$ cat config.mk
export PLATFORM = sky130hd
export DESIGN_NAME = dmem_arbiter_flat
export DESIGN_NICKNAME = d
export VERILOG_FILES = /design/src/rtl/dmem_arbiter_if.sv /design/src/rtl/dmem_arbiter.sv /design/src/flat_wrapper.sv
export SDC_FILE = /design/constraint.sdc
export NUM_CORES = 1
export LEC_CHECK = 0
export CAP_MARGIN = 20
export CORE_MARGIN = 10
export CORE_UTILIZATION = 40
export DETAILED_ROUTE_END_ITERATION = 10
export PLACE_DENSITY = 0.82
export SETUP_SLACK_MARGIN = 0.3
export SLEW_MARGIN = 25
export SYNTH_ARGS = -nofsm -noshare
export SYNTH_HDL_FRONTEND = slang
export SYNTH_SLANG_ARGS = --single-unit
$ cat constraint.sdc
create_clock -name clk -period 1.35 [get_ports clk]
set_input_delay 0.135 -clock clk [delete_from_list [all_inputs] [get_ports clk]]
set_output_delay 0.135 -clock clk [all_outputs]
set_load 0.01 [all_outputs]
$ cat src/rtl/dmem_arbiter_if.sv
//------------------------------------------------------------------------------
// dmem_arbiter_if : processor, display and RAM signals of the data-memory arbiter
// Revision: 1.0
//------------------------------------------------------------------------------
`default_nettype none

interface dmem_arbiter_if #(
  parameter int ADDR_W = 16,
  parameter int DATA_W = 32
);
  logic              cpu_req;
  logic              cpu_we;
  logic [ADDR_W-1:0] cpu_addr;
  logic [DATA_W-1:0] cpu_wdata;
  logic              cpu_gnt;
  logic              cpu_rvalid;
  logic [DATA_W-1:0] cpu_rdata;

  logic              disp_req;
  logic [ADDR_W-1:0] disp_addr;
  logic              disp_gnt;
  logic              disp_rvalid;
  logic [DATA_W-1:0] disp_rdata;

  logic [ADDR_W-1:0] ram_addr;
  logic              ram_we;
  logic [DATA_W-1:0] ram_wdata;
  logic [DATA_W-1:0] ram_rdata;

  // Arbiter side
  modport slave (
    input  cpu_req, cpu_we, cpu_addr, cpu_wdata,
    output cpu_gnt, cpu_rvalid, cpu_rdata,
    input  disp_req, disp_addr,
    output disp_gnt, disp_rvalid, disp_rdata,
    output ram_addr, ram_we, ram_wdata,
    input  ram_rdata
  );

  // Requester / memory side
  modport master (
    output cpu_req, cpu_we, cpu_addr, cpu_wdata,
    input  cpu_gnt, cpu_rvalid, cpu_rdata,
    output disp_req, disp_addr,
    input  disp_gnt, disp_rvalid, disp_rdata,
    input  ram_addr, ram_we, ram_wdata,
    output ram_rdata
  );
endinterface

`default_nettype wire

$ cat src/rtl/dmem_arbiter.sv
//------------------------------------------------------------------------------
// dmem_arbiter : single-port data memory shared by processor and display engine
//                (display priority; starvation guard under DMEM_ARB_STARVE_GUARD_EN)
// Revision: 1.0
//------------------------------------------------------------------------------
`default_nettype none

module dmem_arbiter #(
  parameter int ADDR_W   = 16,
  parameter int DATA_W   = 32,
  parameter int MAX_WAIT = 4
) (
  input  logic          clk,
  input  logic          rst,
  dmem_arbiter_if.slave mem_bus
);

  typedef enum logic [1:0] {
    IDLE    = 2'd0,
    CPU_RD  = 2'd1,
    CPU_WR  = 2'd2,
    DISP_RD = 2'd3
  } state_e;

  state_e            state_q, state_d;
  logic [ADDR_W-1:0] ram_addr_q, ram_addr_d;
  logic [DATA_W-1:0] cpu_rdata_q, cpu_rdata_d;
  logic [DATA_W-1:0] disp_rdata_q, disp_rdata_d;
  logic              cpu_gnt;
  logic              disp_gnt;
  logic              force_cpu;

`ifdef DMEM_ARB_STARVE_GUARD_EN
  localparam int CNT_W = (MAX_WAIT < 1) ? 1 : $clog2(MAX_WAIT + 1);

  logic [CNT_W-1:0] wait_q, wait_d;

  always_comb begin
    wait_d = wait_q;
    if (!mem_bus.cpu_req || cpu_gnt) begin
      wait_d = '0;
    end else if (wait_q != CNT_W'(MAX_WAIT)) begin
      wait_d = wait_q + 1'b1;
    end
  end

  always_ff @(posedge clk) begin
    if (rst) begin
      wait_q <= '0;
    end else begin
      wait_q <= wait_d;
    end
  end

  assign force_cpu = (wait_q == CNT_W'(MAX_WAIT));
`else
  logic unused_max_wait;
  assign unused_max_wait = ^MAX_WAIT;
  assign force_cpu       = 1'b0;
`endif

  // Grants are suppressed while rst is high so a read issued then never returns.
  always_comb begin
    cpu_gnt    = 1'b0;
    disp_gnt   = 1'b0;
    state_d    = IDLE;
    ram_addr_d = ram_addr_q;
    if (!rst) begin
      if (mem_bus.disp_req && !(mem_bus.cpu_req && force_cpu)) begin
        disp_gnt = 1'b1;
      end else if (mem_bus.cpu_req) begin
        cpu_gnt = 1'b1;
      end
    end
    if (disp_gnt) begin
      state_d    = DISP_RD;
      ram_addr_d = mem_bus.disp_addr;
    end else if (cpu_gnt) begin
      state_d    = mem_bus.cpu_we ? CPU_WR : CPU_RD;
      ram_addr_d = mem_bus.cpu_addr;
    end
  end

  always_comb begin
    cpu_rdata_d  = cpu_rdata_q;
    disp_rdata_d = disp_rdata_q;
    if (state_q == CPU_RD) begin
      cpu_rdata_d = mem_bus.ram_rdata;
    end
    if (state_q == DISP_RD) begin
      disp_rdata_d = mem_bus.ram_rdata;
    end
  end

  always_ff @(posedge clk) begin
    if (rst) begin
      state_q      <= IDLE;
      ram_addr_q   <= '0;
      cpu_rdata_q  <= '0;
      disp_rdata_q <= '0;
    end else begin
      state_q      <= state_d;
      ram_addr_q   <= ram_addr_d;
      cpu_rdata_q  <= cpu_rdata_d;
      disp_rdata_q <= disp_rdata_d;
    end
  end

  assign mem_bus.cpu_gnt     = cpu_gnt;
  assign mem_bus.disp_gnt    = disp_gnt;
  assign mem_bus.ram_addr    = ram_addr_d;
  assign mem_bus.ram_we      = cpu_gnt & mem_bus.cpu_we;
  assign mem_bus.ram_wdata   = mem_bus.cpu_wdata;
  assign mem_bus.cpu_rvalid  = (state_q == CPU_RD);
  assign mem_bus.disp_rvalid = (state_q == DISP_RD);
  assign mem_bus.cpu_rdata   = cpu_rdata_d;
  assign mem_bus.disp_rdata  = disp_rdata_d;

endmodule

`default_nettype wire
$ cat src/flat_wrapper.sv
// flat-port wrapper written by rule: the top's interface ports become plain ports
module dmem_arbiter_flat 
#(
  parameter int ADDR_W   = 16,
  parameter int DATA_W   = 32,
  parameter int MAX_WAIT = 4
)
  (clk, rst, mem_bus_cpu_req, mem_bus_cpu_we, mem_bus_cpu_addr, mem_bus_cpu_wdata, mem_bus_cpu_gnt, mem_bus_cpu_rvalid, mem_bus_cpu_rdata, mem_bus_disp_req, mem_bus_disp_addr, mem_bus_disp_gnt, mem_bus_disp_rvalid, mem_bus_disp_rdata, mem_bus_ram_addr, mem_bus_ram_we, mem_bus_ram_wdata, mem_bus_ram_rdata);
  dmem_arbiter_if #(.ADDR_W(ADDR_W), .DATA_W(DATA_W)) mem_bus_i ();
  input  logic clk;
  input  logic rst;
  input wire logic [$bits(mem_bus_i.cpu_req)-1:0] mem_bus_cpu_req;
  input wire logic [$bits(mem_bus_i.cpu_we)-1:0] mem_bus_cpu_we;
  input wire logic [$bits(mem_bus_i.cpu_addr)-1:0] mem_bus_cpu_addr;
  input wire logic [$bits(mem_bus_i.cpu_wdata)-1:0] mem_bus_cpu_wdata;
  output wire logic [$bits(mem_bus_i.cpu_gnt)-1:0] mem_bus_cpu_gnt;
  output wire logic [$bits(mem_bus_i.cpu_rvalid)-1:0] mem_bus_cpu_rvalid;
  output wire logic [$bits(mem_bus_i.cpu_rdata)-1:0] mem_bus_cpu_rdata;
  input wire logic [$bits(mem_bus_i.disp_req)-1:0] mem_bus_disp_req;
  input wire logic [$bits(mem_bus_i.disp_addr)-1:0] mem_bus_disp_addr;
  output wire logic [$bits(mem_bus_i.disp_gnt)-1:0] mem_bus_disp_gnt;
  output wire logic [$bits(mem_bus_i.disp_rvalid)-1:0] mem_bus_disp_rvalid;
  output wire logic [$bits(mem_bus_i.disp_rdata)-1:0] mem_bus_disp_rdata;
  output wire logic [$bits(mem_bus_i.ram_addr)-1:0] mem_bus_ram_addr;
  output wire logic [$bits(mem_bus_i.ram_we)-1:0] mem_bus_ram_we;
  output wire logic [$bits(mem_bus_i.ram_wdata)-1:0] mem_bus_ram_wdata;
  input wire logic [$bits(mem_bus_i.ram_rdata)-1:0] mem_bus_ram_rdata;
  assign mem_bus_i.cpu_req = mem_bus_cpu_req;
  assign mem_bus_i.cpu_we = mem_bus_cpu_we;
  assign mem_bus_i.cpu_addr = mem_bus_cpu_addr;
  assign mem_bus_i.cpu_wdata = mem_bus_cpu_wdata;
  assign mem_bus_cpu_gnt = mem_bus_i.cpu_gnt;
  assign mem_bus_cpu_rvalid = mem_bus_i.cpu_rvalid;
  assign mem_bus_cpu_rdata = mem_bus_i.cpu_rdata;
  assign mem_bus_i.disp_req = mem_bus_disp_req;
  assign mem_bus_i.disp_addr = mem_bus_disp_addr;
  assign mem_bus_disp_gnt = mem_bus_i.disp_gnt;
  assign mem_bus_disp_rvalid = mem_bus_i.disp_rvalid;
  assign mem_bus_disp_rdata = mem_bus_i.disp_rdata;
  assign mem_bus_ram_addr = mem_bus_i.ram_addr;
  assign mem_bus_ram_we = mem_bus_i.ram_we;
  assign mem_bus_ram_wdata = mem_bus_i.ram_wdata;
  assign mem_bus_i.ram_rdata = mem_bus_ram_rdata;
  dmem_arbiter #(.ADDR_W(ADDR_W), .DATA_W(DATA_W), .MAX_WAIT(MAX_WAIT)) u_core (.clk(clk), .rst(rst), .mem_bus(mem_bus_i));
endmodule
# After elaboration in Yosys (flattened, before gate mapping)
# Index checks and enable logic that the tools add are counted.
word_totals:
  register_bits: 82
  inputBits: 101
  output_inout_bits: 117
  word_cells: 19
op_classes:
  eq_ne: 2
  mux: 12
  n_bitwise: 1
op_table:
  columns: ["cell", "n"]
  rows:
  - ["two-way mux 32 bit", 2]
  - ["two-way mux 16 bit", 2]
  - ["two-way mux 2 bit", 3]
  - ["two-way mux 1 bit", 5]
  - ["equality test 2 x 1 -> 1 bit (second input constant)", 1]
  - ["equality test 2 bit (second input constant)", 1]
  - ["AND 1 bit", 1]

# Logic depth before layout (Yosys ltp)
# Gate-level depths: netlist (run 1).
logic_depth:
  ltp_word: 5
  ltp_mapped: 6
  mapped_depth_nobuf: 3

# Worst setup path before layout (run 1)
# No wires, ideal clock.
synth_path:
  path_type: "register to register"
  start: "register u_core.state_q[1]"
  end: "register u_core.cpu_rdata_q[10]"
  setup_ns: 0.128
  t_arrival_ns: 1.176
  required_time_ns: 1.222
  slack_ns: 0.046
  stages_incl_launch_ff: 6
  path_buffers: 2
  synth_period_minus_slack_ns: 1.304
  cell_sequence: "dfxtp_1 -> nand2b_1 -> buf_2 -> buf_6 -> mux2_4 -> nor2b_1"
synth_between:
  elab_chain_len: 2
synth_lines:
  columns: ["item", "line_no", "source"]
  rows:
  - ["start: declaration", "dmem_arbiter.sv:25", "state_e state_q, state_d;"]
  - ["start signal: assignment", "dmem_arbiter.sv:102", "state_q <= state_d;"]
  - ["equality test 2 x 1 -> 1 bit", "dmem_arbiter.sv:87", "if (state_q == CPU_RD) begin"]
  - ["two-way mux 32 bit", "dmem_arbiter.sv:87", null]
  - ["net mem_bus_cpu_rdata[10]", "flat_wrapper.sv:18", "output wire logic [$bits(mem_bus_i.cpu_rdata)-1:0] mem_bus_cpu_rdata;"]
  - ["end signal: assignment", "dmem_arbiter.sv:104", "cpu_rdata_q <= cpu_rdata_d;"]
  - ["end: declaration", "dmem_arbiter.sv:27", "logic [DATA_W-1:0] cpu_rdata_q, cpu_rdata_d;"]
# The timed path passes the listed nets, and every way through them passes these cells.
# A chain may end at the register's enable or synchronous reset.

# Worst setup path in the final report (run 1)
layout_path:
  start: "register u_core.state_q[1]"
  end: "output mem_bus_cpu_rdata[6]"
layout_between:
  elab_chain_len: 2
layout_lines:
  columns: ["item", "line_no"]
  rows:
  - ["equality test 2 x 1 -> 1 bit", "dmem_arbiter.sv:87"]
  - ["two-way mux 32 bit", "dmem_arbiter.sv:87"]
  - ["end: declaration", "flat_wrapper.sv:18"]
# No other way between the ends.

==> results.json, run 1 <==
{
  "status": "finished with violations",
  "violations": "negative setup slack",
  "overflow": 0,
  "antennaDiodeCount": 0,
  "cp.depth": 5,
  "hold_slack_ns": 0.110,
  "arrival_ns": 1.66,
  "syn_area_um2": 4110,
  "crit_buf_inv": 3,
  "leakage_nw": 3.34,
  "start_util_pct": 41.5,
  "worst_pin_slew_ns": 0.716,
  "crit_type": "flop to primary output",
  "cts_max_level": 3,
  "vias_per_cell": 4.99,
  "detail-route-antenna-nets": 0,
  "ys_ff_latch": 82,
  "finClkSkew_ns": 0.0108,
  "totalWireLength_um": 15000,
  "antenna_found_initial": 1,
  "layout_commonest_cell": "buf_6",
  "final_util_pct": 74.0,
  "clockRootBuffer": "clkbuf_8",
  "slew_headroom_pct": 52.3,
  "placedCellCount": 658,
  "finalCritPeriodShare_pct": 133,
  "grt_use_total_pct": 16.6,
  "die_y_um": 121,
  "wl_per_cell_um": 20.7,
  "peakVddDrop_mv": 0.705,
  "drive_above_1_share_pct": 62.3,
  "numPortBuffers": 153,
  "min_period_ns": 1.79,
  "crit_slowest_cell": "dfxtp_4",
  "fin_cells": 724,
  "power_density_nw_per_um2": 920,
  "max_clock_freq_mhz": 558,
  "start_kind": "flop",
  "cts_hold_buf": 0,
  "cp-end-kind": "primary output",
  "worstPathRequired_ns": 1.22,
  "ys_warn_count": 0,
  "drc": 0,
  "cts_buffers": 9,
  "grt_pass1_wl_um": 19600,
  "rsz0062_at_grt": "yes",
  "final_cell_mix": "buf_6, mux2_4, clkdlybuf4s50_1, dfxtp_1, nor2b_4",
  "critical-path-top-delay-family": "buffers and inverters",
  "yosysUniqueCellTypes": 17,
  "crit_chain": "nand2b_4 > buf_12 > clkbuf_16 > mux2_4 > buf_6",
  "num_vias": 3613,
  "worst_slack_ns": -0.443,
  "hpwl_um": 8860,
  "drv_slew": 0,
  "reg2regPathDepth": 7,
  "path_max_fanout": 4,
  "pre_cts_slack_ns": -0.707,
  "dr.pass1.iters": 4,
  "max_cap_viol_count": 0,
  "timing.final.hold_violations": 0,
  "gp_congestion": 0.749,
  "grt_pass1_vias": 3679,
  "worstSetupEndpoint": "mem_bus_cpu_rdata[6]",
  "worstSkewPairLatency_ns": 0.35,
  "synth_fp_nets": 500,
  "hold_path.class": "primary input to flop",
  "fin_nets": 688,
  "cts_sinks": 82,
  "max_stage_delay_ns": 0.37,
  "die_area_um2": 14700,
  "r2r-start": "u_core.state_q[1]",
  "num_rows": 36,
  "cp-startpoint": "u_core.state_q[1]",
  "drtIter0Drc": 201,
  "io_pins": 218,
  "synthCells": 399,
  "setup_viol_count_final": 97,
  "synthToLayoutAreaGrowth_pct": 78.4,
  "cts_max_path_buffers": 2,
  "grt_max_degree": 35,
  "synth.avg_cell_area_um2": 10.3,
  "r2r_slack_ns": -0.27,
  "die_width_um": 121,
  "ys_seq_area_share_pct": 39.9,
  "core-area_um2": 9910,
  "worst_r2r_endpoint": "u_core.cpu_rdata_q[20]",
  "clk_pin_slew_ns": 0.09,
  "cts_tree": "built"
}
-- registers in the layout (all words and copies together) (netlist names) --
name	flops
u_core.disp_rdata_q	32
u_core.state_q	2
u_core.ram_addr_q	16
u_core.cpu_rdata_q	32
-- cell families after synthesis --
family,synth area share [%]
flip-flops,39.9
AO/OA/AOI/OAI,2.68
multiplexers,28.5
buffers and inverters,10.3
AND/OR/NAND/NOR,18.6
-- worst min-delay path, stage by stage --
cell	delay, ns
buf_4	0.14
buf_4	0.12
nor2_1	0.03
-- layout make-up --
type                       count  area [µm²]
clock buffer                   9         124
clock inverter                 6         115
fill                         607        2570
inverter                       4        15.0
multi-input combinational    252        2720
sequential                    82        1680
tap                          133         166
timing repair buffer         238        2520
-- timing repair --
action                                  CTS  global route
endpoints found under the setup margin  165           150
pin swaps                                14            11
resized for setup                       358           255
setup buffers                            16            29
cloned                                    3             3
-- synthesized netlist by cell type --
| cell type | n | area [µm²] |
|---|---|---|
| or2_2 | 1 | 6.26 |
| o22ai_1 | 16 | 100 |
| nand2_1 | 1 | 3.75 |
| nor2b_1 | 80 | 500 |
| nand2b_1 | 3 | 18.8 |
| buf_2 | 12 | 60.1 |
| inv_1 | 4 | 15.0 |
| mux2_2 | 51 | 574 |
| clkbuf_1 | 10 | 37.5 |
| a21oi_1 | 2 | 10.0 |
| buf_6 | 3 | 33.8 |
| nor2_1 | 19 | 71.3 |
| nor3_1 | 33 | 165 |
| buf_4 | 37 | 278 |
| mux2i_1 | 16 | 160 |
| dfxtp_1 | 82 | 1640 |
| mux2_4 | 29 | 435 |
-- where the power goes --
group | leakage [nW] | internal, W | switching (W)
logic | 2.54 | 0.00120 | 0.000765
registers | 0.678 | 0.00254 | 0.0000762
clock network | 0.116 | 0.00123 | 0.000934
total | 3.34 | 0.00497 | 0.00178
-- how the worst min path moves through the flow --
stage	cells past startpoint	start	slack, ns	to
after detailed placement	0	mem_bus_cpu_wdata[0]	0.27	mem_bus_ram_wdata[0]
after floorplan	2	mem_bus_cpu_we	0.28	u_core.state_q[1]
final	3	rst	0.11	u_core.ram_addr_q[5]
after global placement	0	mem_bus_cpu_wdata[0]	0.27	mem_bus_ram_wdata[0]
after CTS	3	rst	0.1	u_core.ram_addr_q[5]
after global routing	3	rst	0.11	u_core.ram_addr_q[5]
-- per-layer routing --
| metal | part of all wire, % | global-route usage [%] | up-vias | wire length [µm] |
|---|---|---|---|---|
| met4 | 2.7 | 5.37 | 2 | 402 |
| li1 | - | - | 1689 | - |
| met3 | 5.6 | 5.49 | 33 | 834 |
| met1 | 40 | 18.5 | 1756 | 5930 |
| met5 | 0.047 | 0 | - | 7 |
| met2 | 52 | 28.9 | 133 | 7810 |
-- stage by stage --
step | TNS [ns] | total power (W) | area [µm²]
4_1_cts | -24.22 | 0.00639 | 6380
3_5_place_dp | -32.35 | 0.00419 | 5870
3_3_place_gp | -30.88 | 0.00415 | 5870
6_report | -24.44 | 0.00675 | 7330
5_1_grt | -28.55 | 0.00701 | 7330
2_1_floorplan | 0 | 0.00351 | 4320
No activity file was read; power rests on OpenSTA's default activity.
==> run 2, diff against run 1 <==
--- a/config.mk
+++ b/config.mk
@@ -6,7 +6,7 @@
 export NUM_CORES = 1
 export LEC_CHECK = 0
 export CAP_MARGIN = 20
-export CORE_MARGIN = 10
+export CORE_MARGIN = 2
 export CORE_UTILIZATION = 40
 export DETAILED_ROUTE_END_ITERATION = 10
 export PLACE_DENSITY = 0.82
==> run 2 against run 1 <==
The run still ends with negative setup slack left; critical path type unchanged; worst hold slack gained 0.056 ns; sequential power is essentially flat; utilization shrank 2.0 points.
==> results.json, run 2 (same netlist as run 1, synthesis figures left out) <==
{
  "drive_above_1_share_pct": 62.7,
  "worstPathRequired_ns": 1.22,
  "num_vias": 3583,
  "finalCritPeriodShare_pct": 131,
  "cts_tree": "built",
  "worstSkewPairLatency_ns": 0.36,
  "rsz0062_at_grt": "yes",
  "grt_max_degree": 50,
  "io_pins": 218,
  "drc": 0,
  "final_util_pct": 72.1,
  "die_area_um2": 11100,
  "hpwl_um": 7470,
  "core-area_um2": 10100,
  "setup_viol_count_final": 101,
  "dr.pass1.iters": 4,
  "drv_slew": 0,
  "placed_cell_area_um2": 5880,
  "leakage_nw": 3.29,
  "max_clock_freq_mhz": 563,
  "clk_pin_slew_ns": 0.09,
  "final_cell_mix": "buf_6, mux2_4, clkdlybuf4s50_1, dfxtp_1, nor2b_4",
  "fin_area_um2": 7310,
  "max_cap_viol_count": 0,
  "crit_type": "flop to primary output",
  "cts_max_level": 3,
  "slew_headroom_pct": 45.0,
  "path_max_fanout": 8,
  "violations": "negative setup slack",
  "wl_per_cell_um": 19.0,
  "start_util_pct": 40.6,
  "antenna_found_initial": 0,
  "detail-route-antenna-nets": 0,
  "min_period_ns": 1.77,
  "worst_slack_ns": -0.425,
  "start_kind": "flop",
  "status": "finished with violations",
  "antennaDiodeCount": 0,
  "cts_sinks": 82,
  "numPortBuffers": 153,
  "peakVddDrop_mv": 0.658,
  "hold_path.class": "primary input to flop",
  "fin_nets": 683,
  "gp_congestion": 0.788,
  "grt_use_total_pct": 22.4,
  "cts_max_path_buffers": 2,
  "reg_top3": "u_core.cpu_rdata_q: 32 flops, u_core.disp_rdata_q: 32 flops, u_core.ram_addr_q: 16 flops",
  "r2r_slack_ns": -0.26,
  "layout_commonest_cell": "buf_6",
  "drtIter0Drc": 162,
  "cts_hold_buf": 0,
  "power_density_nw_per_um2": 882,
  "overflow": 0,
  "timing.final.hold_violations": 0,
  "num_rows": 37,
  "clockRootBuffer": "clkbuf_8",
  "pre_cts_slack_ns": -0.692,
  "totalWireLength_um": 13700,
  "die_y_um": 105,
  "cts_buffers": 9,
  "grt_pass1_wl_um": 19600,
  "worst_pin_slew_ns": 0.825,
  "grt_pass1_vias": 3780,
  "cp-end-kind": "primary output",
  "finClkSkew_ns": 0.00712,
  "fin_tns_setup_ns": -25.81,
  "vias_per_cell": 4.96,
  "synthToLayoutAreaGrowth_pct": 77.7,
  "arrival_ns": 1.64,
  "die_width_um": 105
}
==> run 2: changes by cell type in the layout (fill, tap and decap cells not counted), sizes merged <==
cell,before,now
bufinv,3,1
clkinv,1,2
nand2b,4,5
clkbuf,19,10
clkinvlp,1,2
buf,162,166
==> run 2: path summary, 6_finish.rpt <==
check                              start                      to  depth (start not counted)
setup reg to reg       u_core.state_q[1]  u_core.cpu_rdata_q[13]                          7
setup / recovery       u_core.state_q[1]   mem_bus_cpu_rdata[23]                          5
hold reg to reg   u_core.cpu_rdata_q[29]  u_core.cpu_rdata_q[29]                          2
hold / removal                       rst    u_core.ram_addr_q[7]                          3
==> run 2: power breakdown <==
group / total, W / switching [W] / internal [W]
Sequential: 0.00262 / 0.0000791 / 0.00254
Combinational: 0.00197 / 0.000762 / 0.00121
Clock: 0.00185 / 0.000950 / 0.000905
Total: 0.00645 / 0.00179 / 0.00466
==> run 2: metrics by stage <==
stage	hold slack, ns	std cells	total power, W
after floorplan	0.280	399	0.00351
after detailed placement	0.270	662	0.00416
final	0.166	723	0.00645
after global routing	0.147	723	0.00670
after CTS	0.140	710	0.00625
after global placement	0.270	662	0.00413
==> run 2: cell type report <==
type,instances,area [µm²]
Clock inverter,6,63.8
Fill cell,632,2830
Sequential cell,82,1680
Timing Repair Buffer,232,2460
Inverter,4,17.5
Clock buffer,10,138
Tap cell,136,170
Multi-Input combinational cell,253,2770
==> run 2: worst max-delay path, stage by stage, from the launching register on <==
cell      delay [ns]
dfxtp_4         0.37
nand2b_4        0.18
buf_12          0.14
buf_16          0.14
mux2_4          0.32
buf_6           0.13
==> run 2: metal layers <==
metal  share of wire, %  global-route usage [%]
met1                 40                    25.6
met2                 54                    40.5
met3                4.9                    5.81
met4                1.8                    7.14
met5                  0                       0
==> run 2: what timing repair did <==
item                       CTS  global route
gates resized for setup    532            78
gates cloned                 6             0
setup endpoints to repair  165           147
hold endpoints to repair     0             0
setup buffers               26            13
pin swaps                   12            14
==> run 3, diff against run 2 <==
--- a/config.mk
+++ b/config.mk
@@ -7,9 +7,11 @@
 export LEC_CHECK = 0
 export CAP_MARGIN = 20
 export CORE_MARGIN = 2
-export CORE_UTILIZATION = 40
+export CORE_UTILIZATION = 41
+export CTS_BUF_LIST = sky130_fd_sc_hd__clkbuf_8
 export DETAILED_ROUTE_END_ITERATION = 10
-export PLACE_DENSITY = 0.82
+export MAX_ROUTING_LAYER = met4
+export PLACE_DENSITY = 0.83
 export SETUP_SLACK_MARGIN = 0.3
 export SLEW_MARGIN = 25
 export SYNTH_ARGS = -nofsm -noshare
==> run 3 against run 2 <==
The flow still finishes with violations (negative setup slack); worst hold slack got worse by 0.046 ns; global-route usage down 0.60 points; sequential power barely moved; critical endpoint is now mem_bus_disp_rdata[28]; die area is 2.3% lower; highest routed layer unchanged; critical path type unchanged; first-iteration DRC count down 15%; cell area decreased by 7.1%.
==> results.json, run 3 (same netlist as run 1, synthesis figures left out) <==
{
  "top_usage_layer": "met2",
  "layout_commonest_cell": "clkdlybuf4s50_1",
  "path_max_fanout": 10,
  "r2r_slack_ns": -0.26,
  "cts_max_level": 3,
  "drc": 0,
  "num_rows": 36,
  "wl_per_cell_um": 17.0,
  "final_util_pct": 69.4,
  "cts_buffers": 9,
  "io_pins": 218,
  "synthToLayoutAreaGrowth_pct": 65.1,
  "max_clock_freq_mhz": 569,
  "worstPathRequired_ns": 1.22,
  "detail-route-antenna-nets": 0,
  "reg_top3": "u_core.cpu_rdata_q: 32 flops, u_core.disp_rdata_q: 32 flops, u_core.ram_addr_q: 16 flops",
  "grt_use_met1_pct": 23.9,
  "placed_cell_area_um2": 5920,
  "holdPathStages": 3,
  "arrival_ns": 1.62,
  "worst_r2r_endpoint": "u_core.cpu_rdata_q[17]",
  "worst_pin_slew_ns": 0.469,
  "num_vias": 3511,
  "max_cap_viol_count": 0,
  "core-area_um2": 9770,
  "worstSkewPairLatency_ns": 0.35,
  "crit_type": "flop to primary output",
  "totalWireLength_um": 12200,
  "finalCritPeriodShare_pct": 130,
  "min_period_ns": 1.76,
  "die_width_um": 104,
  "status": "finished with violations",
  "start_util_pct": 42.1,
  "grt_max_degree": 32,
  "drv_slew": 0,
  "clockRootBuffer": "clkbuf_8",
  "crit_slowest_cell": "dfxtp_2",
  "final_cell_mix": "clkdlybuf4s50_1, dfxtp_1, buf_6, nor2b_1, mux2_2",
  "r2r-start": "u_core.state_q[1]",
  "hold_end": "u_core.ram_addr_q[15]",
  "drive_above_1_share_pct": 56.3,
  "antenna_found_initial": 0,
  "overflow": 0,
  "drtIter0Drc": 138,
  "peakVddDrop_mv": 0.462,
  "numPortBuffers": 153,
  "die_area_um2": 10800,
  "antennaDiodeCount": 0,
  "gp_congestion": 0.926,
  "start_kind": "flop",
  "fin_nets": 679,
  "fin_area_um2": 6790,
  "crit_chain": "nand2_4 > buf_8 > mux2_2 > dlygate4sd2_1",
  "timing.final.hold_violations": 0,
  "rsz0062_at_grt": "yes",
  "grt_use_total_pct": 21.8,
  "finClkSkew_ns": 0.0106,
  "die_y_um": 104,
  "hold_path.class": "primary input to flop",
  "worst_slack_ns": -0.407,
  "clk_pin_slew_ns": 0.08,
  "vias_per_cell": 4.90,
  "leakage_nw": 3.08,
  "cts_max_path_buffers": 2,
  "cts_sinks": 82,
  "grt_use_met3_pct": 5.39,
  "reg2regPathDepth": 7,
  "slew_headroom_pct": 68.7,
  "cp-end-kind": "primary output",
  "setup_viol_count_final": 89,
  "hpwl_um": 7830,
  "fin_tns_setup_ns": -24.48,
  "worstHoldStart": "rst",
  "grt_pass1_wl_um": 18700,
  "grt_pass1_vias": 3672,
  "dr.pass1.iters": 4,
  "cts_tree": "built",
  "grt.met2_usage_pct": 39.0,
  "violations": "negative setup slack",
  "power_density_nw_per_um2": 888,
  "max_stage_delay_ns": 0.35
}
## run 3: cell count changes in the layout (fill, tap and decap cells not counted), moves of 3 or more
cell / before / now
clkbuf_2: 0 / 4
nor2b_4: 46 / 18
dlygate4sd2_1: 1 / 13
nor2b_1: 28 / 53
nor2b_2: 6 / 9
buf_12: 10 / 7
buf_4: 27 / 38
buf_8: 5 / 2
mux2_4: 64 / 35
clkdlybuf4s15_2: 0 / 11
mux2_2: 16 / 45
buf_6: 102 / 59
buf_2: 19 / 24
## run 3: how the worst max path moves through the flow
stage / to / from / slack, ns / depth (start not counted)
CTS: mem_bus_disp_rdata[14] / u_core.state_q[0] / -0.43 / 4
finish: mem_bus_disp_rdata[28] / u_core.state_q[0] / -0.41 / 4
detailed placement: mem_bus_ram_addr[0] / mem_bus_disp_req / -0.70 / 6
floorplan: u_core.cpu_rdata_q[10] / u_core.state_q[1] / 0.08 / 5
global placement: mem_bus_ram_addr[3] / mem_bus_disp_req / -0.61 / 6
global route: mem_bus_disp_rdata[28] / u_core.state_q[0] / -0.46 / 4
## run 3: worst max-delay path, delay by kind of cell, from the launching register on
kind / cells / cell delay (ns)
flops: 1 / 0.35
buf+inv: 2 / 0.46
simple gates: 1 / 0.12
mux: 1 / 0.35
## run 3: stage by stage
stage	worst slack [ns]	instances	power, W	hold slack [ns]
global route	-0.463	716	0.00629	0.107
floorplan	0.0841	399	0.00351	0.280
CTS	-0.432	701	0.00590	0.0320
global placement	-0.611	665	0.00415	0.270
detailed placement	-0.698	665	0.00418	0.270
finish	-0.407	716	0.00603	0.120
## run 3: layout make-up
cell class | count | area [µm²]
fillers | 719 | 2990
multi-input cells | 253 | 2480
repair buffers | 228 | 2270
flip-flops and latches | 82 | 1680
well taps | 133 | 166
clock buffers | 10 | 138
clock inverters | 6 | 42.5
inverters | 4 | 15.0
## run 3: report_power, final
| part | internal [W] | total [W] | switching [W] |
|---|---|---|---|
| Clock | 0.000718 | 0.00164 | 0.000922 |
| Sequential | 0.00254 | 0.00261 | 0.0000713 |
| Combinational | 0.00109 | 0.00178 | 0.000689 |
| Total | 0.00435 | 0.00603 | 0.00168 |
## run 3: per-layer routing
| metal | vias up | wire length, µm |
|---|---|---|
| met5 | - | 0 |
| met4 | 0 | 166 |
| met3 | 18 | 639 |
| met2 | 124 | 6460 |
| met1 | 1697 | 4890 |
| li1 | 1672 | - |
## run 3: repair_timing
item | in CTS | in global routing
setup buffers | 15 | 13
gates resized for setup | 369 | 78
hold endpoints to repair | 0 | 1
pin swaps | 13 | 16
hold buffers | 0 | 1
cloned | 5 | 1
setup endpoints to repair | 165 | 148
